[config.mk]
export PLATFORM = sky130hd
export DESIGN_NAME = rs_cmd_conditioner
export DESIGN_NICKNAME = d
export VERILOG_FILES = /design/src/rtl/rs_cmd_conditioner_pkg.sv /design/src/rtl/rs_cmd_conditioner_debounce_chan.sv /design/src/rtl/rs_cmd_conditioner.sv
export SDC_FILE = /design/constraint.sdc
export NUM_CORES = 1
export LEC_CHECK = 0
export ABC_CLOCK_PERIOD_IN_PS = 1800
export CORE_AREA = 2 2 39 41
export CTS_BUF_LIST = sky130_fd_sc_hd__clkbuf_4
export CTS_CLUSTER_SIZE = 16
export DETAILED_ROUTE_END_ITERATION = 6
export DIE_AREA = 0 0 41 43
export GPL_TIMING_DRIVEN = 1
export PLACE_DENSITY = 0.84
export SYNTH_ARGS = -nofsm -noshare
export SYNTH_HDL_FRONTEND = slang
export SYNTH_SLANG_ARGS = --single-unit
export TNS_END_PERCENT = 30
[constraint.sdc]
create_clock -name clk -period 1.8 [get_ports clk]
set_clock_uncertainty 0.05 [all_clocks]
set_input_delay 0.18 -clock clk [delete_from_list [all_inputs] [get_ports clk]]
set_output_delay 0.18 -clock clk [all_outputs]
set_load 0.02 [all_outputs]
[src/rtl/rs_cmd_conditioner_pkg.sv]
// Shared state encoding and resolution rule for the R-S latch command conditioner.
// The state code doubles as the {r_out, s_out} output pair.
package rs_pkg;

  typedef enum logic [1:0] {
    ST_HOLD = 2'b00,
    ST_SET  = 2'b01,
    ST_RST  = 2'b10
  } state_e;

  localparam int DEF_DB_CYCLES   = 16;
  localparam int DEF_SYNC_STAGES = 2;

  // Maps a debounced {r,s} pair to a latch command; S=R=1 never leaves as 11.
  function automatic state_e resolve(input logic s, input logic r, input logic rDominant);
    state_e res;
    case ({r, s})
      2'b01:   res = ST_SET;
      2'b10:   res = ST_RST;
      2'b11:   res = rDominant ? ST_RST : ST_HOLD;
      default: res = ST_HOLD;
    endcase
    return res;
  endfunction

endpackage

[src/rtl/rs_cmd_conditioner_debounce_chan.sv]
// One switch channel: multi-flop synchroniser followed by a persistence debouncer.
// A new level is accepted only after it has differed from the stable level for DB_CYCLES cycles.
module debounce_chan
  import rs_pkg::*;
#(
  parameter int SYNC_STAGES = DEF_SYNC_STAGES,
  parameter int DB_CYCLES   = DEF_DB_CYCLES
) (
  input  logic clk,
  input  logic rst,
  input  logic raw,
  output logic stable
);

  localparam int CNT_W = $clog2(DB_CYCLES);
  localparam logic [CNT_W-1:0] CNT_MAX = CNT_W'(DB_CYCLES - 1);

  logic [SYNC_STAGES-1:0] r_sync;
  logic [CNT_W-1:0]       r_cnt;
  logic                   r_stable;
  logic                   w_synced;

  always_ff @(posedge clk) begin
    if (rst) begin
      r_sync <= '0;
    end else begin
      r_sync <= {r_sync[SYNC_STAGES-2:0], raw};
    end
  end

  assign w_synced = r_sync[SYNC_STAGES-1];

  // Any cycle of agreement restarts the count, so short bounces never reach CNT_MAX.
  always_ff @(posedge clk) begin
    if (rst) begin
      r_cnt    <= '0;
      r_stable <= 1'b0;
    end else if (w_synced == r_stable) begin
      r_cnt <= '0;
    end else if (r_cnt == CNT_MAX) begin
      r_stable <= w_synced;
      r_cnt    <= '0;
    end else begin
      r_cnt <= r_cnt + CNT_W'(1);
    end
  end

  assign stable = r_stable;

endmodule

[src/rtl/rs_cmd_conditioner.sv]
// Conditions raw S/R switches into clean latch levels, entry strobes and a conflict flag.
// Outputs are all registered so the latch never sees a combinational glitch.
module rs_cmd_conditioner
  import rs_pkg::*;
#(
  parameter int SYNC_STAGES = DEF_SYNC_STAGES,
  parameter int DB_CYCLES   = DEF_DB_CYCLES,
  parameter int R_DOMINANT  = 1
) (
  input  logic clk,
  input  logic rst,
  input  logic sw_s_raw,
  input  logic sw_r_raw,
  output logic s_out,
  output logic r_out,
  output logic set_pls,
  output logic rst_pls,
  output logic conflict
);

  localparam logic R_DOM = (R_DOMINANT != 0);

  logic   w_stableS;
  logic   w_stableR;
  state_e r_state;
  state_e w_nextState;
  logic   w_setPlsNext;
  logic   w_rstPlsNext;
  logic   r_setPls;
  logic   r_rstPls;
  logic   r_conflict;
  logic [1:0] w_stateBits;

  debounce_chan #(
    .SYNC_STAGES(SYNC_STAGES),
    .DB_CYCLES  (DB_CYCLES)
  ) u_db_s (
    .clk   (clk),
    .rst   (rst),
    .raw   (sw_s_raw),
    .stable(w_stableS)
  );

  debounce_chan #(
    .SYNC_STAGES(SYNC_STAGES),
    .DB_CYCLES  (DB_CYCLES)
  ) u_db_r (
    .clk   (clk),
    .rst   (rst),
    .raw   (sw_r_raw),
    .stable(w_stableR)
  );

  // Strobes are computed from the transition so they land in the same cycle as the new state.
  always_comb begin
    w_nextState  = r_state;
    w_setPlsNext = 1'b0;
    w_rstPlsNext = 1'b0;
    w_nextState  = resolve(w_stableS, w_stableR, R_DOM);
    w_setPlsNext = (w_nextState == ST_SET) && (r_state != ST_SET);
    w_rstPlsNext = (w_nextState == ST_RST) && (r_state != ST_RST);
  end

  always_ff @(posedge clk) begin
    if (rst) begin
      r_state    <= ST_HOLD;
      r_setPls   <= 1'b0;
      r_rstPls   <= 1'b0;
      r_conflict <= 1'b0;
    end else begin
      r_state    <= w_nextState;
      r_setPls   <= w_setPlsNext;
      r_rstPls   <= w_rstPlsNext;
      r_conflict <= w_stableS & w_stableR;
    end
  end

  assign w_stateBits = r_state;
  assign s_out       = w_stateBits[0];
  assign r_out       = w_stateBits[1];
  assign set_pls     = r_setPls;
  assign rst_pls     = r_rstPls;
  assign conflict    = r_conflict;

endmodule

==> impl_metrics.env, run 1 <==
export IMPL_grt_antenna_before_repair=0
export IMPL_crit_cells=1
export IMPL_worstPathArrival_ns=1.26
export IMPL_power_density_nw_per_um2=853.9
export IMPL_postRouteAntennaNets=0
export IMPL_grt_overflow_total=0
export IMPL_ioPinCount=9
export IMPL_critPathLaunchType="flop"
export IMPL_yosys_area_share_simple=0.2128
export IMPL_finalCritPeriodShare=0.8254
export IMPL_h_tree_depth=1
export IMPL_pwr_share_seq=0.652
export IMPL_postCtsHoldBufs=0
export IMPL_drive_gt1_frac=0.1159
export IMPL_layout_common_cells="19 x dfxtp_1, 10 x nor2_1, 8 x clkdlybuf4s50_1, 5 x nor2b_1, 4 x xnor2_1"
export IMPL_synth_area_mux_share=0.03095
export IMPL_worstSkewPairLatency_ns=0.30
export IMPL_synth_fa_ha_area_frac=0.03868
export IMPL_yosysWarnings=0
export IMPL_status="completed"
export IMPL_final_setup_tns_ns=0
export IMPL_synthCells=58
export IMPL_clock_path_buffers=2
export IMPL_via_count=403
export IMPL_finalSetupViolCount=0
export IMPL_die_h_um=43
export IMPL_ys_seq_elements=19
export IMPL_rrSetupSlack_ns=0.47
export IMPL_fin_nets=76
export IMPL_grt_usage=0.1203
export IMPL_hp_start="sw_s_raw"
export IMPL_placedCellCount=81
export IMPL_wl_um=795
export IMPL_cts_root_buf="clkbuf_4"
export IMPL_crit_type="reg2out"
export IMPL_holdWs_ns=0.3822
export IMPL_cts_sinks=19
export IMPL_synth_nets=64
export IMPL_cts_buffers=3
export IMPL_drt_initial_drc_count=2
export IMPL_syn_area_um2=646.9
export IMPL_hold_viol_final=0
export IMPL_fmax_mhz=673.1
export IMPL_synthXorXnorAreaFrac=0.08124
export IMPL_crit_chain="clkdlybuf4s50_1"
export IMPL_dpl_cell_area_um2=742.0
export IMPL_core_um2=1384
export IMPL_portBuffers=8
export IMPL_tightest_slew_ns=0.3297
export IMPL_synth_top_family_by_area="simple AND/OR/NAND/NOR gates"
export IMPL_path_clk_slew_ns=0.10
export IMPL_ctsResizeCount=0
export IMPL_mostFrequentLayoutCell="dfxtp_1"
export IMPL_yosysUniqueCellTypes=16
export IMPL_r2r_worst_path_cells=4
export IMPL_drt_vias_per_instance=4.741
export IMPL_p_leak_nw=0.2847
export IMPL_rsz0062_at_grt="false"
export IMPL_globalplace_congestion=0.6526
export IMPL_cp_end_kind="output port"
export IMPL_worstPathMaxFanout=3
export IMPL_critPathTopFamily="buffers and inverters"
export IMPL_cpMaxStageDelayCell="clkdlybuf4s50_1"
export IMPL_synth_compound_area_frac=0.02321
export IMPL_die_w_um=41
export IMPL_cts_tree="yes"
export IMPL_required_ns=1.57
export IMPL_drc=0
export IMPL_switching_share=0.2090
export IMPL_reg2reg_from="u_db_r.r_cnt[0]"
export IMPL_hpwlAfterDp_um=594.1
export IMPL_worst_r2r_endpoint="u_db_r.r_cnt[3]"
export IMPL_vdd_drop_max_mv=0.4459
export IMPL_p_total_w=0.0006571
export IMPL_p_int_w=0.0005197
export IMPL_dr_pass1_iters=2
export IMPL_die_area_um2=1763
export IMPL_wl_per_cell_um=9.353
export IMPL_post_cts_setup_buffers=0
export IMPL_ys_seq_area_frac=0.5880
export IMPL_p_sw_w=0.0001374
export IMPL_synth_area_per_cell_um2=11.15
export IMPL_max_stage_delay_ns=0.60
export IMPL_grt_pass1_wl_um=1345
export IMPL_slew_violations=0
export IMPL_layout_min_cycle_time_ns=1.486
export IMPL_power_frac_clock=0.321
export IMPL_power_frac_comb=0.027
export IMPL_antennaDiodeCount=0
export IMPL_maxCapViolCount=0
export IMPL_synthToLayoutAreaGrowth_pct=18.96
export IMPL_hold_path_depth=2
export IMPL_maxSlewHeadroom=0.7795
export IMPL_rows=14
export IMPL_min_to="u_db_s.r_sync[0]"
export IMPL_start_util=0.4675
export IMPL_fin_cells=85
export IMPL_grt_pass1_vias=347
export IMPL_grt_max_degree=12
export IMPL_final_area_um2=769.5
export IMPL_hold_class="in2reg"
export IMPL_crit_buf_inv=1
layer usage:
metal,track usage,vias up,wire length (um)
met5,0,-,0
li1,-,208,-
met3,0.03141,5,40
met2,0.1406,13,335
met1,0.1554,177,382
met4,0.1400,0,36
worst max path at each step:
| stage | startpoint | endpoint | slack, ns |
|---|---|---|---|
| floorplan | u_db_r.r_cnt[0] | u_db_r.r_cnt[2] | 0.53 |
| global placement | rst | u_db_s.r_cnt[2] | 0.38 |
| detailed placement | rst | u_db_s.r_cnt[1] | 0.34 |
| CTS | r_state[1] | r_out | 0.30 |
| global route | r_state[1] | r_out | 0.26 |
| finish | r_state[1] | r_out | 0.31 |
registers in the layout (all words and copies together) (netlist names), 2 cells and up:
register,flops
u_db_s.r_sync,2
u_db_r.r_cnt,4
u_db_r.r_sync,2
r_state,2
u_db_s.r_cnt,4
through the flow:
step,util,worst slack (ns)
3_5_place_dp,0.5362,0.3437
5_1_grt,0.5561,0.2608
2_1_floorplan,-,0.5308
3_3_place_gp,0.5362,0.3786
6_report,0.5561,0.3143
4_1_cts,0.5561,0.2999
power groups by stage:
stage / combinational [W] / clock (W) / sequential, W
4_1_cts: 0.0000181 / 0.000222 / 0.000428
3_5_place_dp: 0.0000180 / 0 / 0.000438
6_report: 0.0000178 / 0.000211 / 0.000428
3_3_place_gp: 0.0000173 / 0 / 0.000438
5_1_grt: 0.0000196 / 0.000232 / 0.000429
2_1_floorplan: 0.0000110 / 0 / 0.000437
worst register-to-register path, cell delays in order (launching register included):
cell and delay, ns:
dfxtp_1 0.34, ha_1 0.22, and3_4 0.19, or3_4 0.38, nor2_1 0.10
layout make-up:
type                       count  area [um^2]
clock inverter                 1        5.005
inverter                       3        11.26
tap                           16        20.02
multi-input combinational     35        250.2
timing repair buffer           8        80.08
fill                         123        614.3
sequential                    19        380.4
clock buffer                   3        22.52
synthesized netlist by cell type, drive strengths merged:
library cell  instances  area [um^2]
mux2i                 2        20.02
and3                  2        22.52
dfxtp                19        380.4
inv                   3        11.26
xnor2                 4        35.03
nor2                 10        37.54
or3                   2        22.52
xor2                  2        17.52
ha                    2        25.02
o21a                  1        7.510
nand3                 2        10.01
and2                  1        6.260
nor2b                 5        31.28
a21boi                1        7.510
clkbuf                1        5.000
nor3b                 1        7.510
logic make-up after synthesis:
kind of cell,Yosys count
buffers and inverters,4
multiplexers,2
XOR/XNOR,6
flip-flops,19
AND/OR/NAND/NOR,23
adder cells (fa/ha/maj),2
AO/OA/AOI/OAI,2
Power figures use the tool's default switching activity.
==> inputs of run 2 (changes only) <==
- ABC_CLOCK_PERIOD_IN_PS: 1800 -> 1200
- CORE_AREA: 2 2 39 41 -> default
- CORE_UTILIZATION: default -> 48
- DIE_AREA: 0 0 41 43 -> default
- PLACE_DENSITY: 0.84 -> 0.86
- clock period: 1.8 -> 1.2 ns (I/O delays scaled with it)
==> impl_metrics.env, run 2 (synthesis results as in run 1) <==
export IMPL_rows=12
export IMPL_finalCritPeriodShare=1.019
export IMPL_cp_end_kind="flop"
export IMPL_cp_startpoint="u_db_r.r_cnt[1]"
export IMPL_hpwlAfterDp_um=664.1
export IMPL_drc=0
export IMPL_finalSetupViolCount=5
export IMPL_via_count=417
export IMPL_portBuffers=8
export IMPL_drive_gt1_frac=0.2987
export IMPL_status="finished with violations"
export IMPL_hold_class="in2reg"
export IMPL_drt_vias_per_instance=4.582
export IMPL_grt_overflow_total=0
export IMPL_reg2reg_from="u_db_r.r_cnt[1]"
export IMPL_fmax_mhz=818.1
export IMPL_violations="setup timing"
export IMPL_fin_nets=84
export IMPL_post_place_ws_ns=-0.06820
export IMPL_dpl_cell_area_um2=797.0
export IMPL_drt_initial_drc_count=7
export IMPL_p_total_w=0.001005
export IMPL_core_um2=1171
export IMPL_maxSlewHeadroom=0.8329
export IMPL_grt_antenna_before_repair=0
export IMPL_synthToLayoutAreaGrowth_pct=32.50
export IMPL_grt_pass1_wl_um=1531
export IMPL_die_w_um=38.71
export IMPL_fin_cells=91
export IMPL_final_area_um2=857.1
export IMPL_cts_buffers=3
export IMPL_cts_sinks=19
export IMPL_mostFrequentLayoutCell="dfxtp_1"
export IMPL_tightest_slew_ns=0.2501
export IMPL_ioPinCount=9
export IMPL_setup_ws_ns=-0.02239
export IMPL_cts_tree="yes"
export IMPL_globalplace_congestion=0.7716
export IMPL_final_setup_tns_ns=-0.07546
export IMPL_cts_root_buf="clkbuf_4"
export IMPL_hold_viol_final=0
export IMPL_power_density_nw_per_um2=1173
export IMPL_hp_start="sw_s_raw"
export IMPL_grt_usage=0.1574
export IMPL_layout_common_cells="15 x dfxtp_1, 9 x nor2_1, 8 x buf_4, 5 x nor2b_1"
export IMPL_wl_um=894
export IMPL_slew_violations=0
export IMPL_critPathLaunchType="flop"
export IMPL_dr_pass1_iters=6
export IMPL_reg_largest_list="u_db_r.r_cnt: 4 flops, u_db_s.r_cnt: 4 flops"
export IMPL_path_clk_slew_ns=0.10
export IMPL_worstPathMaxFanout=4
export IMPL_rsz0062_at_grt="true"
export IMPL_p_leak_nw=0.3428
export IMPL_wl_per_cell_um=9.824
export IMPL_postCtsHoldBufs=0
export IMPL_die_area_um2=1498
export IMPL_h_tree_depth=1
export IMPL_clock_path_buffers=2
export IMPL_placedCellCount=86
export IMPL_maxCapViolCount=0
export IMPL_die_h_um=38.71
export IMPL_crit_type="reg2reg"
export IMPL_postRouteAntennaNets=0
export IMPL_antennaDiodeCount=0
export IMPL_grt_pass1_vias=377
export IMPL_layout_min_cycle_time_ns=1.222
export IMPL_required_ns=1.38
export IMPL_worstSkewPairLatency_ns=0.28
export IMPL_vdd_drop_max_mv=0.9962
export IMPL_grt_max_degree=11
export IMPL_start_util=0.5524
export IMPL_worstPathArrival_ns=1.41
[run 2: cell types whose count changed in the layout (fill, tap and decap cells not counted), moves of 2 or more]
| cell | previous run | this run |
|---|---|---|
| buf_4 | 0 | 8 |
| clkdlybuf4s50_1 | 8 | 3 |
| dfxtp_1 | 19 | 15 |
| dfxtp_2 | 0 | 4 |
| dlygate4sd2_1 | 0 | 4 |
| ha_1 | 2 | 0 |
| ha_4 | 0 | 2 |
[run 2: power by group]
group	internal [W]	switching, W
sequential	0.000639	0.00000449
combinational	0.0000216	0.0000117
clock	0.000151	0.000177
[run 2: final timing paths]
kind                            to  slack (ns)  cells after the start
setup / recovery   u_db_r.r_cnt[2]       -0.02                      4
hold / removal    u_db_s.r_sync[0]        0.33                      2
setup reg to reg   u_db_r.r_cnt[2]       -0.02                      4
hold reg to reg   u_db_r.r_sync[1]        0.41                      1
[run 2: worst max-delay path, cell delays in order (launching register included)]
cell and delay (ns):
dfxtp_2 0.35, ha_4 0.15, and3_4 0.17, or3_4 0.34, nor2_2 0.10
[run 2: per-layer routing]
layer  vias to the layer above  part of all wire  routed length, um  track usage
li1                        222                 -                  -            -
met1                       184              0.51                456       0.1841
met2                        11              0.45                406       0.2333
met3                         0             0.035                 31      0.05780
met4                         0                 0                  0       0.1121
met5                         -                 0                  0            0
[run 2: area by class of cell]
class,instances,area (um^2)
tap,14,17.52
inverter,3,11.26
multi-input combinational,35,277.8
timing repair buffer,16,135.1
fill,84,314.1
sequential,19,385.4
clock buffer,4,30.03
[run 2: per-stage QoR]
stage | hold WS, ns | utilization
final | 0.3343 | 0.7318
after global routing | 0.3302 | 0.7318
after CTS | 0.3298 | 0.7126
after detailed placement | 0.3913 | 0.6806
after global placement | 0.3778 | 0.6806
after floorplan | 0.1982 | -
[run 2: timing repair]
item	CTS	global route
endpoints found under the setup margin	13	10
pin swaps	4	2
resized for setup	9	4
setup buffers	0	1
==> inputs of run 3 (changes only) <==
- CORE_UTILIZATION: 48 -> 46
- PLACE_DENSITY: 0.86 -> 0.84
- TNS_END_PERCENT: 30 -> default
==> impl_metrics.env, run 3 (synthesis results as in run 1) <==
export IMPL_switching_share=0.1982
export IMPL_finalSetupViolCount=4
export IMPL_p_leak_nw=0.3373
export IMPL_fin_nets=83
export IMPL_rsz0062_at_grt="true"
export IMPL_cpMaxStageDelayCell="or3_4"
export IMPL_clock_path_buffers=2
export IMPL_critPathTopFamily="simple AND/OR/NAND/NOR gates"
export IMPL_h_tree_depth=1
export IMPL_finalCritPeriodShare=1.038
export IMPL_grt_usage=0.1683
export IMPL_final_setup_tns_ns=-0.1400
export IMPL_ioPinCount=9
export IMPL_cts_sinks=19
export IMPL_cts_root_buf="clkbuf_4"
export IMPL_drive_gt1_frac=0.3289
export IMPL_cp_end_kind="flop"
export IMPL_hold_viol_final=0
export IMPL_worstSkewPairLatency_ns=0.29
export IMPL_required_ns=1.38
export IMPL_vdd_drop_max_mv=0.8476
export IMPL_cts_buffers=3
export IMPL_tightest_slew_ns=0.2759
export IMPL_max_stage_delay_ns=0.36
export IMPL_die_area_um2=1560
export IMPL_mostFrequentLayoutCell="dfxtp_1"
export IMPL_core_um2=1301
export IMPL_reg_largest_list="u_db_r.r_cnt: 4 flops, u_db_s.r_cnt: 4 flops"
export IMPL_utilization=0.6596
export IMPL_power_frac_comb=0.035
export IMPL_layout_min_cycle_time_ns=1.245
export IMPL_setup_ws_ns=-0.04545
export IMPL_rows=13
export IMPL_violations="setup timing"
export IMPL_wl_per_cell_um=10.68
export IMPL_synthToLayoutAreaGrowth_pct=32.69
export IMPL_grt_pass1_wl_um=1614
export IMPL_pwr_share_seq=0.635
export IMPL_maxCapViolCount=0
export IMPL_grt_antenna_before_repair=0
export IMPL_path_clk_slew_ns=0.10
export IMPL_power_density_nw_per_um2=1181
export IMPL_fmax_mhz=802.9
export IMPL_via_count=443
export IMPL_hpwlAfterDp_um=754.6
export IMPL_portBuffers=8
export IMPL_critPathLaunchType="flop"
export IMPL_maxSlewHeadroom=0.8157
export IMPL_antennaDiodeCount=0
export IMPL_crit_type="reg2reg"
export IMPL_p_sw_w=0.0002008
export IMPL_grt_overflow_total=0
export IMPL_worstPathMaxFanout=4
export IMPL_cts_tree="yes"
export IMPL_globalplace_congestion=0.8222
export IMPL_holdWs_ns=0.3240
export IMPL_worstPathArrival_ns=1.43
export IMPL_status="finished with violations"
export IMPL_p_int_w=0.0008128
export IMPL_hold_class="in2reg"
export IMPL_drc=0
export IMPL_layout_common_cells="15 x dfxtp_1, 7 x buf_4, 6 x nor2_1, 5 x nor2b_1"
export IMPL_crit_buf_inv=0
export IMPL_die_h_um=39.50
export IMPL_dr_pass1_iters=4
export IMPL_grt_max_degree=11
export IMPL_drt_vias_per_instance=4.868
export IMPL_crit_chain="ha_4, and3_4, or3_4, nor2_2"
export IMPL_grt_pass1_vias=410
export IMPL_postRouteAntennaNets=0
export IMPL_power_frac_clock=0.331
export IMPL_dpl_cell_area_um2=798.3
export IMPL_slew_violations=0
export IMPL_die_w_um=39.50
export IMPL_final_area_um2=858.3
export IMPL_start_util=0.4971
export IMPL_drt_initial_drc_count=3
export IMPL_wl_um=972
run 3: changes by cell type in the layout (fill, tap and decap cells not counted):
cell	previous run	this run
buf_4	8	7
nor2_2	1	4
nor2_1	9	6
run 3: final cells by class:
class,instances,area [um^2]
Multi-Input combinational cell,35,285.3
Timing Repair Buffer,15,127.6
Tap cell,15,18.77
Sequential cell,19,385.4
Inverter,3,11.26
Fill cell,111,442.9
Clock buffer,4,30.03
run 3: repair_timing:
item | 4_1_cts | 5_1_grt
pin swaps | 3 | 1
resized for setup | 11 | 5
setup buffers | 0 | 0
endpoints found under the setup margin | 14 | 11
hold buffers | 0 | 0
run 3: through the flow:
stage / power, W / setup slack, ns / instances
after global routing: 0.001050 / -0.07340 / 91
after CTS: 0.001020 / -0.04890 / 91
after detailed placement: 0.0006901 / -0.09192 / 87
after floorplan: 0.0006729 / 0.003626 / 58
after global placement: 0.0006886 / -0.04647 / 87
final: 0.001014 / -0.04545 / 91
run 3: metal layers:
layer / GRT usage / wire length (um)
met5: 0 / 0
met4: 0.1293 / 34
met2: 0.2664 / 477
met3: 0.05114 / 48
met1: 0.1844 / 412
run 3: path summary, 6_finish.rpt:
path | slack [ns] | startpoint | cells after the start | to
worst max-delay path | -0.05 | u_db_r.r_cnt[1] | 4 | u_db_r.r_cnt[1]
worst min-delay path | 0.32 | sw_s_raw | 2 | u_db_s.r_sync[0]
worst max register to register | -0.05 | u_db_r.r_cnt[1] | 4 | u_db_r.r_cnt[1]
worst min register to register | 0.40 | u_db_s.r_sync[0] | 1 | u_db_s.r_sync[1]
run 3: power by group through the flow:
| stage | sequential [W] | clock [W] | combinational, W |
|---|---|---|---|
| after floorplan | 0.000656 | 0 | 0.0000167 |
| after global placement | 0.000656 | 0 | 0.0000321 |
| after detailed placement | 0.000657 | 0 | 0.0000333 |
| after CTS | 0.000643 | 0.000342 | 0.0000344 |
| after global routing | 0.000645 | 0.000367 | 0.0000386 |
| final | 0.000643 | 0.000335 | 0.0000351 |
